$ cat src/rtl/i2s_pkg.sv
// rtl/i2s_pkg.sv - shared defaults, stereo sample type and sizing helper for the I2S frame source
package i2s_pkg;

    localparam int DEF_DATA_RES  = 24;
    localparam int DEF_SLOT_BITS = 32;

    typedef struct packed {
        logic [DEF_DATA_RES-1:0] left;
        logic [DEF_DATA_RES-1:0] right;
    } stereo_sample_t;

    function automatic int level_width(input int depth);
        return $clog2(depth + 1);
    endfunction

endpackage

$ cat src/rtl/sync_fifo.sv
// rtl/sync_fifo.sv - single-clock FIFO with registered occupancy, no fall-through
module sync_fifo
    import i2s_pkg::*;
#(
    parameter int WIDTH = 8,
    parameter int DEPTH = 4
) (
    input  logic                          clk,
    input  logic                          reset,
    input  logic                          push,
    input  logic [WIDTH-1:0]              wr_data,
    input  logic                          pop,
    output logic [WIDTH-1:0]              rd_data,
    output logic                          full,
    output logic                          empty,
    output logic [level_width(DEPTH)-1:0] level
);

    localparam int PTR_W = (DEPTH > 1) ? $clog2(DEPTH) : 1;
    localparam int LVL_W = level_width(DEPTH);

    logic [WIDTH-1:0] mem [DEPTH];
    logic [PTR_W-1:0] wr_ptr;
    logic [PTR_W-1:0] rd_ptr;
    logic             do_push;
    logic             do_pop;

    // Pointers wrap explicitly so non-power-of-two depths work.
    function automatic logic [PTR_W-1:0] ptr_inc(input logic [PTR_W-1:0] p);
        return (p == PTR_W'(DEPTH - 1)) ? '0 : p + PTR_W'(1);
    endfunction

    assign full    = (level == LVL_W'(DEPTH));
    assign empty   = (level == '0);
    assign do_push = push && !full;
    assign do_pop  = pop && !empty;
    assign rd_data = mem[rd_ptr];

    always_ff @(posedge clk) begin
        if (do_push) begin
            mem[wr_ptr] <= wr_data;
        end
    end

    always_ff @(posedge clk) begin
        if (reset) begin
            wr_ptr <= '0;
            rd_ptr <= '0;
            level  <= '0;
        end else begin
            if (do_push) begin
                wr_ptr <= ptr_inc(wr_ptr);
            end
            if (do_pop) begin
                rd_ptr <= ptr_inc(rd_ptr);
            end
            if (do_push && !do_pop) begin
                level <= level + LVL_W'(1);
            end else if (do_pop && !do_push) begin
                level <= level - LVL_W'(1);
            end
        end
    end

endmodule

$ cat src/rtl/i2s_frame_src.sv
// rtl/i2s_frame_src.sv - buffers stereo pairs and presents one pair per I2S frame with sclk/lrclk
module i2s_frame_src
    import i2s_pkg::*;
#(
    parameter int DATA_RES   = DEF_DATA_RES,
    parameter int SLOT_BITS  = DEF_SLOT_BITS,
    parameter int MCLK_DIV   = 4,
    parameter int FIFO_DEPTH = 4
) (
    input  logic                               mclk,
    input  logic                               reset,
    input  logic                               s_valid,
    output logic                               s_ready,
    input  logic [DATA_RES-1:0]                s_ldata,
    input  logic [DATA_RES-1:0]                s_rdata,
    output logic                               o_sclk,
    output logic                               o_lrclk,
    output logic [DATA_RES-1:0]                o_ldin,
    output logic [DATA_RES-1:0]                o_rdin,
    output logic                               o_valid,
    output logic                               o_underrun,
    output logic [level_width(FIFO_DEPTH)-1:0] o_fifo_level
);

    localparam int HALF       = MCLK_DIV / 2;
    localparam int DIV_W      = (HALF > 1) ? $clog2(HALF) : 1;
    localparam int FRAME_BITS = 2 * SLOT_BITS;
    localparam int BIT_W      = $clog2(FRAME_BITS);
    localparam int W          = 2 * DATA_RES;

    logic [DIV_W-1:0] div_cnt;
    logic [BIT_W-1:0] bit_cnt;
    logic [BIT_W-1:0] bit_nxt;
    logic             div_tc;
    logic             fall;
    logic             boundary;
    logic             fifo_full;
    logic             fifo_empty;
    logic             push;
    logic             pop;
    logic [W-1:0]     head;

    assign div_tc   = (div_cnt == DIV_W'(HALF - 1));
    assign fall     = div_tc && o_sclk;
    assign bit_nxt  = (bit_cnt == BIT_W'(FRAME_BITS - 1)) ? '0 : bit_cnt + BIT_W'(1);
    assign boundary = fall && (bit_cnt == BIT_W'(FRAME_BITS - 1));
    assign s_ready  = !fifo_full && !reset;
    assign push     = s_valid && s_ready;
    assign pop      = boundary && !fifo_empty;

    sync_fifo #(
        .WIDTH (W),
        .DEPTH (FIFO_DEPTH)
    ) u_fifo (
        .clk     (mclk),
        .reset   (reset),
        .push    (push),
        .wr_data ({s_ldata, s_rdata}),
        .pop     (pop),
        .rd_data (head),
        .full    (fifo_full),
        .empty   (fifo_empty),
        .level   (o_fifo_level)
    );

    always_ff @(posedge mclk) begin
        if (reset) begin
            div_cnt    <= '0;
            bit_cnt    <= '0;
            o_sclk     <= 1'b0;
            o_lrclk    <= 1'b0;
            o_ldin     <= '0;
            o_rdin     <= '0;
            o_valid    <= 1'b0;
            o_underrun <= 1'b0;
        end else begin
            div_cnt    <= div_tc ? '0 : div_cnt + DIV_W'(1);
            o_underrun <= boundary && fifo_empty;
            if (div_tc) begin
                o_sclk <= !o_sclk;
            end
            // lrclk follows the upcoming bit index so it moves with the sclk falling edge.
            if (fall) begin
                bit_cnt <= bit_nxt;
                o_lrclk <= (bit_nxt >= BIT_W'(SLOT_BITS));
            end
            // Words are frozen for a whole frame; an empty FIFO mutes the frame.
            if (boundary) begin
                o_valid <= !fifo_empty;
                o_ldin  <= fifo_empty ? '0 : head[W-1:DATA_RES];
                o_rdin  <= fifo_empty ? '0 : head[DATA_RES-1:0];
            end
        end
    end

endmodule
$ cat config.mk
export PLATFORM = sky130hd
export DESIGN_NAME = i2s_frame_src
export DESIGN_NICKNAME = d
export VERILOG_FILES = /design/src/rtl/i2s_pkg.sv /design/src/rtl/sync_fifo.sv /design/src/rtl/i2s_frame_src.sv
export SDC_FILE = /design/constraint.sdc
export NUM_CORES = 1
export LEC_CHECK = 0
export CAP_MARGIN = 20
export CORE_ASPECT_RATIO = 1.5
export CORE_MARGIN = 5
export CORE_UTILIZATION = 40
export CTS_CLUSTER_SIZE = 30
export DETAILED_ROUTE_END_ITERATION = 10
export PLACE_DENSITY = 0.67
export SETUP_SLACK_MARGIN = 0.02
export SLEW_MARGIN = 30
export SYNTH_ARGS = -nofsm -noshare
export SYNTH_HDL_FRONTEND = slang
export SYNTH_HIERARCHICAL = 1
export SYNTH_SLANG_ARGS = --single-unit
export TNS_END_PERCENT = 5
$ cat constraint.sdc
create_clock -name mclk -period 5.8 [get_ports mclk]
set_clock_uncertainty 0.05 [all_clocks]
set_input_delay 1.16 -clock mclk [delete_from_list [all_inputs] [get_ports mclk]]
set_output_delay 1.16 -clock mclk [all_outputs]
set_load 0.01 [all_outputs]
# Yosys cells after proc, flatten, opt, wreduce, memory -nomap -nowiden
# Memory sizes are Yosys's and may differ from the RTL's. A register that Yosys moved wholly into a read port is not among the register bits.
# Index checks and enable logic that the tools add are counted.
# Widths: inputs -> output; s select.
[word_totals]
rom_bits = 0
input_bits = 51
mem_count = 1
mem_bits_rw = 192
latch_bits = 0
ff_bits = 66
[classes]
shift = 0
n_addsub = 6
n_mul = 0
muxes = 11
eq_ne = 4
div_mod_pow = 0
bitwise = 0
n_reduce_logical = 19
n_lt_le_gt_ge = 1
[memory_table]
columns = ["memory", "words", "word_bits", "rd", "rd_ports_with_merged_regs", "write_ports", "line_no", "rtl"]
rows = [
  ["u_fifo.mem", 4, 48, 1, 1, 1, "sync_fifo.sv:22", "logic [WIDTH-1:0] mem [DEPTH];"],
]
[ops]
columns = ["operator", "count"]
rows = [
  ["$mux 24", 2],
  ["$logic_and 1x1->1", 10],
  ["$mux 2", 4],
  ["$add 6x1->6 const B", 1],
  ["$eq 6x6->1 const B", 1],
  ["$ge 6x6->1 const B", 1],
  ["$logic_not 1->1", 6],
  ["$mux 3", 2],
  ["$mux 6", 1],
  ["$add 2x1->2 const B", 2],
  ["$eq 2x2->1 const B", 2],
  ["$add 3x1->3 const B", 1],
  ["$eq 3x3->1 const B", 1],
  ["$logic_not 3->1", 1],
  ["$sub 3x1->3 const B", 1],
  ["$mux 1", 2],
  ["$reduce_bool 2->1", 1],
  ["$reduce_or 2->1", 1],
  ["$add 1x1->1 const B", 1],
]

# Depth between registers and ports, before layout
# Gate-level depths: netlist (run 1).
[logic_depth]
word_depth = 9
mapped_depth = 13

# Cells and area by module
# The synthesis (run 1) kept the hierarchy.
[modules_own_cells]
columns = ["module", "instances", "seq_area_each_um2", "cells_each", "area_per_inst_um2"]
rows = [
  ["sync_fifo", 1, 5945.7, 300, 7413.4],
  ["i2s_frame_src", 1, 1181.1, 267, 2737.6],
]

# Worst setup path before layout (run 1)
# No wires, ideal clock.
[synth_timing]
path_kind = "input port to flip-flop"
start = "input port reset"
end = "register u_fifo.level[2]"
arrival_time_ps = 3244
path_stages = 11
setup_ps = 70
path_slack_ps = 2436
t_required_ps = 5680
n_path_buf = 1
path_cell_list = "clkbuf_1 nor2_1 and2_1 inv_1 nor2_2 ha_1 inv_1 fa_1 xor2_1 or3_2 a21oi_1"
[synth_between]
elab_chain_cells = 7
word_cells_on_any_way = 9
classes_between = "mux: 1; reduce/logical: 8"
[synth_lines]
columns = ["item", "line_no", "rtl"]
rows = [
  ["start: declaration", "i2s_frame_src.sv:11", "input logic reset,"],
  ["$logic_not 1->1 (*)", "i2s_frame_src.sv:47", "assign s_ready = !fifo_full && !reset;"],
  ["$logic_and 1x1->1 (*)", "i2s_frame_src.sv:47", ""],
  ["named net s_ready", "i2s_frame_src.sv:13", "output logic s_ready,"],
  ["$logic_and 1x1->1 (*)", "i2s_frame_src.sv:48", "assign push = s_valid && s_ready;"],
  ["named net push", "i2s_frame_src.sv:39", "logic push;"],
  ["$logic_and 1x1->1 (*)", "sync_fifo.sv:35", "assign do_push = push && !full;"],
  ["named net u_fifo.do_push", "sync_fifo.sv:25", "logic do_push;"],
  ["$logic_not 1->1", "sync_fifo.sv:59", "end else if (do_pop && !do_push) begin"],
  ["$logic_and 1x1->1", "sync_fifo.sv:59", ""],
  ["$reduce_bool 2->1 (no source line)", "-", ""],
  ["end signal: assignment", "sync_fifo.sv:58", "level <= level + LVL_W'(1);"],
  ["end signal: assignment", "sync_fifo.sv:60", "level <= level - LVL_W'(1);"],
  ["end: declaration", "sync_fifo.sv:16", "output logic [level_width(DEPTH)-1:0] level"],
]
# The timed path passes the listed nets; every way through them passes the cells marked *.
# A chain may end at the register's enable or synchronous reset.

# Worst setup path in the final report (run 1)
[layout_timing]
start = "register u_fifo.level[0]"
end = "output port s_ready"
[layout_between]
elab_chain_cells = 3
[layout_lines]
columns = ["item", "line_no", "rtl"]
rows = [
  ["$eq 3x3->1", "sync_fifo.sv:33", "assign full = (level == LVL_W'(DEPTH));"],
  ["named net fifo_full", "i2s_frame_src.sv:37", "logic fifo_full;"],
  ["$logic_not 1->1", "i2s_frame_src.sv:47", ""],
  ["$logic_and 1x1->1", "i2s_frame_src.sv:47", ""],
  ["end: declaration", "i2s_frame_src.sv:13", ""],
]
# The timed path passes the listed nets, and every way through them passes these cells.

==> results of run 1 <==
-- worst max-delay path by stage --
stage                 endpoint  slack [ns]  depth (start not counted)
2_1_floorplan  u_fifo/level[2]        2.44                         11
3_3_place_gp   u_fifo/level[2]        2.28                         10
3_5_place_dp   u_fifo/level[2]        2.15                         10
4_1_cts                s_ready        2.44                          4
5_1_grt                s_ready        2.33                          4
6_report               s_ready        2.50                          4
-- cells by family (layout without fill, tap and decap cells) --
kind of cell | Yosys count | after routing | synth area share (%)
xor gates and xnor gates | 4 | 4 | 0.345
adders and majority gates | 8 | 8 | 1.06
DFF | 260 | 260 | 70.2
AOI/OAI and AO/OA | 20 | 20 | 1.34
buffers and inverters | 38 | 165 | 2.32
muxes | 98 | 98 | 15.6
and+or+nand+nor | 139 | 139 | 9.15
-- cell type report --
cell class                 instances  area, µm²
clock buffer                      29        641
inverter                           6       27.5
clock inverter                    15        249
fill                            2058      12700
multi-input combinational        269       2790
tap                              328        410
timing repair buffer             115       1150
sequential                       260       7130
-- state kept, by name, summed over array words and instances (netlist names), named ones only --
| signal | flops |
|---|---|
| o_sclk | 1 |
| o_lrclk | 1 |
| div_cnt | 1 |
| o_rdin | 24 |
| o_valid | 1 |
| o_underrun | 1 |
| u_fifo/mem | 192 |
| o_ldin | 24 |
| bit_cnt | 6 |
| u_fifo/rd_ptr | 2 |
| u_fifo/level | 3 |
| u_fifo/wr_ptr | 2 |
-- per-layer routing --
layer  global-route usage (%)  part of all wire [%]  wire, µm
met2                     26.9                    56     11200
met4                     3.64                   1.6       331
met3                     2.34                   4.0       803
met1                     16.5                    38      7730
met5                        0                     0         0
-- power groups by stage --
stage	combinational, µW	clock, µW	sequential (µW)
after global routing	240	1870	2060
after CTS	225	1790	2060
after global placement	217	0	2100
final	218	1750	2060
after detailed placement	225	0	2100
after floorplan	121	0	2100
-- worst max-delay path: cells and delay by family (launching register included) --
kind / cells / cell delay, ns
flip-flops: 1 / 0.49
AND/OR/NAND/NOR: 2 / 0.45
buffers and inverters: 2 / 0.64
-- placed cells by master (no fill, tap or decap), types with 2 or more instances in the layout --
cell	count
dfxtp_1	66
and2_1	2
nor2_1	11
edfxtp_1	192
inv_1	5
bufinv_16	7
clkbuf_1	4
o21ai_0	2
nand2b_1	48
mux4_2	48
or3b_1	4
buf_4	7
clkbuf_16	25
xor2_1	3
and3_2	4
clkinv_2	3
clkdlybuf4s50_1	105
a21oi_1	7
nand3b_1	2
clkinv_4	2
or3b_2	37
o41ai_1	2
ha_1	7
or3_1	3
a31oi_1	3
clkinv_1	4
mux2i_1	50
nand2_1	15
o31ai_2	2
nand3_1	4
-- through the flow --
step | utilization (%) | cells | setup WS, ns | area (µm²) | hold slack, ns
floorplan | - | 567 | 2.44 | 10200 | 0.395
global placement | 45.8 | 977 | 2.28 | 11500 | 0.413
detailed placement | 45.9 | 978 | 2.15 | 11500 | 0.418
CTS | 49.5 | 1022 | 2.44 | 12400 | 0.429
global route | 49.5 | 1022 | 2.33 | 12400 | 0.445
finish | 49.5 | 1022 | 2.50 | 12400 | 0.425
==> results.toml, run 1 <==
[synthesis]
async_flop_share_pct = 0
synthTopCellsByCount = "edfxtp_1 (192), dfxtp_1 (68), mux2i_1 (50)"
synth_edf_count = 192
synth_flop_cell = "edfxtp_1"
synth_top_area_share_pct = 56.8
netlist_area_mm2 = 0.0102
synthCells = 567
synth_most_common_cell = "edfxtp_1"
synth_area_per_cell_um2 = 17.9
yosys_register_bits = 260
synthTopCellsByArea = "edfxtp_1 (57%), dfxtp_1 (13%), mux4_2 (11%)"
yosysWarnings = 6
synth_fp_nets = 626
yosysTopAreaCell = "edfxtp_1"
synth.distinct_cells = 41
yosysSeqAreaShare_pct = 70.2

[floorplanning]
core_mm2 = 0.0251
rows = 71
num_io_pins = 107
die_y_um = 205
die_x_um = 140
die_area_mm2 = 0.0287
start_util_pct = 40.5

[final_layout]
drive_above_1_share_pct = 20.9
diodes = 0
nets = 735
area_growth_pct = 22.2

[critical_path]
cp_max_fo = 7
crit_start = "u_fifo/level[0]"
r2r-end = "u_fifo/level[2]"
crit_type = "reg -> out"
r2r_slack_ns = 2.72
crit_slowest_cell = "clkdlybuf4s50_1"
worstRegToRegCells = 12
crit_arrival_ns = 2.09
start_kind = "flip-flop"
cp_cell_sequence = "or3b_1 > clkinv_4 > nor2_1 > clkdlybuf4s50_1"
slowest_delay_ns = 0.55
rr_startpoint = "u_fifo/level[0]"
worst_ep_required_time_ns = 4.59
critPathCaptureType = "output pin"

[clock_tree]
ctsHoldBuffers = 0
clock_latency_ns = 0.51
cts.path.max_buffers = 3
clk_pin_slew_ns = 0.07
postCtsSetupBuffers = 0
clock_sinks = 260
cts_tree = "yes"
cts_max_level = 1
cts_inserted_buffers = 24
cts_resized = 0
cts-root-buf = "clkbuf_16"

[timing]
setup_tns_ns = 0
finalCritPeriodShare_pct = 56.9
slew_violations = 0
max_freq_mhz = 303
worst_pin_slew_ns = 0.916
setup_viol = 0
fin_crit_ns = 3.30
rsz0062_at_grt = "false"
slew_headroom_pct = 38.9
finalHoldViolations = 0

[route]
drt_pre_antenna_iters = 4
drt-initial-drc-count = 236
vias = 5199
vias_per_cell = 5.09
antenna_left = 0
drc_errors = 0
avgRoutedWirePerCell_um = 19.6
drt_wl_total_um = 20100

[placement]
portBuffers = 106
gp_congestion = 0.781
dpl.hpwl_um = 12400

[hold_path]
hold_depth = 2
hold_path.class = "reg -> reg"
hold-path-endpoint = "o_ldin[11]"
hp-start = "o_ldin[11]"

[power]
leakage_uw = 0.00423
powerDensity_mw_per_mm2 = 325
sequentialPowerShare_pct = 51.2
vdd_drop_max_mv = 0.189
clkPwrFrac_pct = 43.4
internal-power_uw = 3240
combPwrFrac_pct = 5.4
total_power_uw = 4030
p_sw_uw = 785
sw_frac_of_total_pct = 19.5

[global_routing]
grt_pass1_wl_um = 31800
grt_pass1_vias = 5692
antenna_found_initial = 0
grt_max_degree = 111
track_usage_pct = 14.1
grt_overflow_total = 0

[run_status]
outcome = "complete, no violations"

[run]
maxCapViolations = 0
(Power assumes the default switching activity.)
==> run 2, diff against run 1 <==
--- a/config.mk
+++ b/config.mk
@@ -11,7 +11,7 @@
 export CORE_UTILIZATION = 40
 export CTS_CLUSTER_SIZE = 30
 export DETAILED_ROUTE_END_ITERATION = 10
-export PLACE_DENSITY = 0.67
+export PLACE_DENSITY = 0.69
 export SETUP_SLACK_MARGIN = 0.02
 export SLEW_MARGIN = 30
 export SYNTH_ARGS = -nofsm -noshare
==> constraint.sdc (replaced) <==
create_clock -name mclk -period 2.7 [get_ports mclk]
set_clock_uncertainty 0.05 [all_clocks]
set_input_delay 0.54 -clock mclk [delete_from_list [all_inputs] [get_ports mclk]]
set_output_delay 0.54 -clock mclk [all_outputs]
set_load 0.01 [all_outputs]
==> run 2 against run 1 <==
Non-clock buffer count increased by 11. Global-route usage increased by 0.19 points. Die area unchanged. Sequential share of layout area decreased by 0.67 points. Wire length increased by 1.9%. Critical path depth increased by 1. Sequential power increased by 110%. Final cell count increased by 1.5%. First-iteration DRC count increased by 5.5%. Critical path type unchanged.
==> results.toml, run 2 (synthesis results as in run 1) <==
[run_status]
outcome = "complete, no violations"

[route]
avgRoutedWirePerCell_um = 19.7
vias_per_cell = 5.08
drc_errors = 0
antenna_left = 0
drt_wl_total_um = 20500
drt_pre_antenna_iters = 4
drt-initial-drc-count = 249
vias = 5269

[power]
clkPwrFrac_pct = 42.8
p_sw_uw = 1760
powerDensity_mw_per_mm2 = 688
vdd_drop_max_mv = 0.494
internal-power_uw = 6870
leakage_uw = 0.00430
sequentialPowerShare_pct = 51.2
sw_frac_of_total_pct = 20.4
total_power_uw = 8630
combPwrFrac_pct = 6.0

[timing]
fin_crit_ns = 2.59
slew_headroom_pct = 36.8
rsz0062_at_grt = "false"
finalHoldViolations = 0
slew_violations = 0
fin_ws_ns = 0.105
whs_ns = 0.423
worst_pin_slew_ns = 0.949
finalCritPeriodShare_pct = 96.1
setup_viol = 0
max_freq_mhz = 385

[floorplanning]
start_util_pct = 40.5
num_io_pins = 107
core_mm2 = 0.0251
die_y_um = 205
die_x_um = 140
die_area_mm2 = 0.0287
rows = 71

[clock_tree]
cts_tree = "yes"
clock_sinks = 260
clk_pin_slew_ns = 0.07
cts.path.max_buffers = 3
cts-root-buf = "clkbuf_16"
clock_latency_ns = 0.52
ctsHoldBuffers = 0
cts_inserted_buffers = 25
cts_max_level = 1

[critical_path]
rr_startpoint = "u_fifo/level[1]"
crit_slowest_cell = "clkdlybuf4s50_1"
worst_ep_required_time_ns = 2.11
start_kind = "flip-flop"
worstRegToRegCells = 12
crit_end = "s_ready"
cp_max_fo = 6
crit_type = "reg -> out"
crit_arrival_ns = 2.00
critPathCaptureType = "output pin"
cp_cell_sequence = "or3b_4 > clkinv_4 > nor2_2 > buf_4 > clkdlybuf4s50_1"
r2r_slack_ns = 0.11
slowest_delay_ns = 0.47
crit_start = "u_fifo/level[1]"
r2r-end = "u_fifo/level[2]"

[global_routing]
grt_max_degree = 111
track_usage_pct = 14.3
grt_pass1_vias = 5793
antenna_found_initial = 2
grt_overflow_total = 0
grt_pass1_wl_um = 32500

[final_layout]
area_growth_pct = 23.6
drive_above_1_share_pct = 23.5
fill_cells = 2091
final_util_pct = 50.1
top_regs = "u_fifo/mem: 192 flops, o_ldin: 24 flops, o_rdin: 24 flops"
regMostFlops = "u_fifo/mem"
nets = 747
final_common_cell = "edfxtp_1"
mostFrequentLayoutCells = "edfxtp_1 (192), clkdlybuf4s50_1 (105), dfxtp_1 (64)"
fin_cells = 1037
multiInputGateArea_mm2 = 0.00281
largest_reg_flops = 192
regArea_mm2 = 0.00713

[placement]
dpl.hpwl_um = 12400
portBuffers = 106
dp.cells = 989
gp_congestion = 0.716
dpl_worst_slack_ns = -0.204

[hold_path]
hold_path.class = "reg -> reg"

[run]
maxCapViolations = 0
==> run 2: changes by cell type in the layout (fill, tap and decap cells not counted), sizes merged <==
cell and change:
bufinv -3, clkbuf +3, buf +11, clkinvlp +2, clkinv -3, inv +3, diode +2
==> run 2: worst min-delay path by stage <==
stage	startpoint	endpoint	slack, ns	cells after the start
finish	o_ldin[22]	o_ldin[22]	0.42	2
floorplan	div_cnt	div_cnt	0.39	1
global placement	div_cnt	div_cnt	0.41	1
detailed placement	o_ldin[22]	o_ldin[22]	0.42	2
CTS	o_ldin[22]	o_ldin[22]	0.43	2
global route	o_ldin[22]	o_ldin[22]	0.45	2
==> run 2: area by class of cell <==
type                       count  area share [%]
inverter                       6           0.219
sequential                   260            56.8
timing repair buffer         126            10.1
antenna                        2          0.0399
multi-input combinational    269            22.4
tap                          328            3.27
clock buffer                  32            5.60
clock inverter                14            1.52
==> run 2: metrics by stage <==
stage	area [µm²]	TNS (ns)
6_report	12600	0
5_1_grt	12600	0
4_1_cts	12500	0
3_5_place_dp	11600	-0.204
3_3_place_gp	11600	-0.133
2_1_floorplan	10200	0
==> run 2: repair_timing <==
action,4_1_cts,5_1_grt
setup endpoints to repair,0,2
gates resized for setup,0,1
buffers inserted,0,0
==> run 2: power groups by stage <==
stage | clock, µW | sequential, µW | combinational, µW
after floorplan | 0 | 4510 | 263
after global placement | 0 | 4500 | 499
after detailed placement | 0 | 4510 | 519
after CTS | 3790 | 4420 | 522
after global routing | 3960 | 4420 | 558
final | 3700 | 4420 | 514
==> run 2: metal layers <==
metal	wire length, µm	vias up	share of wire, %	track usage, %
met2	11200	122	55	26.5
met3	794	38	3.9	2.29
met5	0	-	0	0
met1	7960	2669	39	16.9
met4	539	0	2.6	4.85
li1	-	2440	-	-
==> run 2: worst max-delay path, delay by kind of cell (launching register included) <==
family / cells / cell delay, ns
buf+inv: 3 / 0.67
simple gates: 2 / 0.45
flops: 1 / 0.37
==> run 3, diff against run 2 <==
--- a/config.mk
+++ b/config.mk
@@ -11,7 +11,8 @@
 export CORE_UTILIZATION = 40
 export CTS_CLUSTER_SIZE = 30
 export DETAILED_ROUTE_END_ITERATION = 10
-export PLACE_DENSITY = 0.69
+export DONT_BUFFER_PORTS = 1
+export PLACE_DENSITY = 0.63
 export SETUP_SLACK_MARGIN = 0.02
 export SLEW_MARGIN = 30
 export SYNTH_ARGS = -nofsm -noshare
==> run 3 against run 2 <==
Design area shrank 8.5%. Hold slack lost 0.38 ns. Sequential power is essentially flat. Clock power grew 2%. Sequential share of layout area grew 5.3 points. Critical endpoint is now u_fifo/level[2]. Largest cell class unchanged.
==> results.toml, run 3 (synthesis results as in run 1) <==
[floorplanning]
die_area_mm2 = 0.0287
core_mm2 = 0.0251
rows = 71
die_y_um = 205
num_io_pins = 107
start_util_pct = 40.5
die_x_um = 140

[route]
drt_wl_total_um = 20000
vias_per_cell = 5.21
drt-initial-drc-count = 323
drt_pre_antenna_iters = 4
drc_errors = 0
antenna_left = 0
avgRoutedWirePerCell_um = 21.5
vias = 4839

[final_layout]
regArea_mm2 = 0.00713
fin_cells = 928
regMostFlops = "u_fifo/mem"
mostFrequentLayoutCells = "edfxtp_1 (192), dfxtp_1 (64), mux2i_1 (50)"
drive_above_1_share_pct = 27.8
final_util_pct = 45.9
top_regs = "u_fifo/mem: 192 flops, o_ldin: 24 flops, o_rdin: 24 flops"
final_area_mm2 = 0.0115
largest_reg_flops = 192
multiInputGateArea_mm2 = 0.00281
nets = 641
diodes = 0
area_growth_pct = 13.2
final_common_cell = "edfxtp_1"
fill_cells = 2157

[timing]
fin_crit_ns = 2.50
finalCritPeriodShare_pct = 92.7
setup_tns_ns = 0
finalHoldViolations = 0
slew_headroom_pct = 40.5
max_freq_mhz = 400
slew_violations = 0
worst_pin_slew_ns = 0.893
setup_viol = 0
rsz0062_at_grt = "false"

[critical_path]
crit_start = "u_fifo/level[2]"
worst_ep_required_time_ns = 3.10
start_kind = "flip-flop"
slowest_delay_ns = 0.42
crit_arrival_ns = 2.90
critPathCaptureType = "flip-flop"
crit_type = "reg -> reg"
rr_startpoint = "u_fifo/level[2]"
r2r_slack_ns = 0.20
cp_cell_sequence = "or3b_4 > clkinv_4 > nor2_2 > and2_4 > inv_1 > nor2_2 > ha_2 > inv_1 > fa_1 > xor2_1 > or3_2 > a21oi_2"
cp_max_fo = 3
crit_slowest_cell = "or3_2"

[clock_tree]
cts_inserted_buffers = 25
ctsHoldBuffers = 0
cts-root-buf = "clkbuf_16"
cts.path.max_buffers = 3
cts_max_level = 1
clock_latency_ns = 0.51
clk_pin_slew_ns = 0.07
clock_sinks = 260
cts_tree = "yes"

[power]
leakage_uw = 0.00393
vdd_drop_max_mv = 0.528
powerDensity_mw_per_mm2 = 745
total_power_uw = 8550

[global_routing]
grt_pass1_wl_um = 31500
grt_pass1_vias = 5366
grt_overflow_total = 0
grt_max_degree = 112
track_usage_pct = 14.0
antenna_found_initial = 0

[placement]
gp_congestion = 0.730
portBuffers = 0
dpl.hpwl_um = 12500
dp.cells = 881
place_area_mm2 = 0.0106

[hold_path]
hp-start = "reset"
hold_path.class = "in -> reg"

[run_status]
outcome = "complete, no violations"

[run]
maxCapViolations = 0
==> run 3: cell count changes in the layout (fill, tap and decap cells not counted), moves of 2 or more <==
cell / previous run / this run
bufinv_16: 4 / 6
buf_4: 14 / 16
diode_2: 2 / 0
inv_6: 2 / 0
clkinvlp_4: 2 / 0
clkdlybuf4s50_1: 105 / 0
clkinv_2: 2 / 6
==> run 3: routing by layer <==
metal  track usage, %  part of all wire (%)
met1             15.3                    36
met2             26.4                    56
met3             3.85                   5.9
met4             4.09                   2.4
met5                0                     0
==> run 3: critical path: cells and delay by family, from the launching register on <==
family          cells  cell delay [ns]
compound gates      1             0.13
flops               1             0.31
buf+inv             3             0.17
fa+ha+maj           2             0.57
xor+xnor            1             0.18
simple gates        5             1.04
==> run 3: final timing paths <==
path                          end  cells after the start
setup reg to reg  u_fifo/level[2]                     12
setup / recovery  u_fifo/level[2]                     12
hold reg to reg           div_cnt                      1
hold / removal    u_fifo/level[2]                      1
==> run 3: where the power goes <==
part | internal [µW] | leakage (µW) | switching, µW
clock | 2350 | 0.000448 | 1410
sequential | 4390 | 0.00229 | 25.5
combinational | 172 | 0.00119 | 208
total | 6910 | 0.00393 | 1640
==> run 3: metrics by stage <==
step,worst slack (ns),hold WS (ns)
after global routing,0.0555,0.0127
after detailed placement,0.131,0.422
after CTS,0.111,0.0225
final,0.198,0.0433
after global placement,0.186,0.414
after floorplan,0.0544,0.395
==> run 3: repair_timing <==
item	in CTS	in global routing
setup endpoints to repair	0	1
buffers inserted	0	2
resized for setup	0	3
==> run 3: final cells by class <==
class                      instances  share of cell area [%]
clock inverter                    15                    1.97
clock buffer                      30                    5.87
tap                              328                    3.57
multi-input combinational        269                    24.5
inverter                           6                   0.240
timing repair buffer              20                    1.74
sequential                       260                    62.1
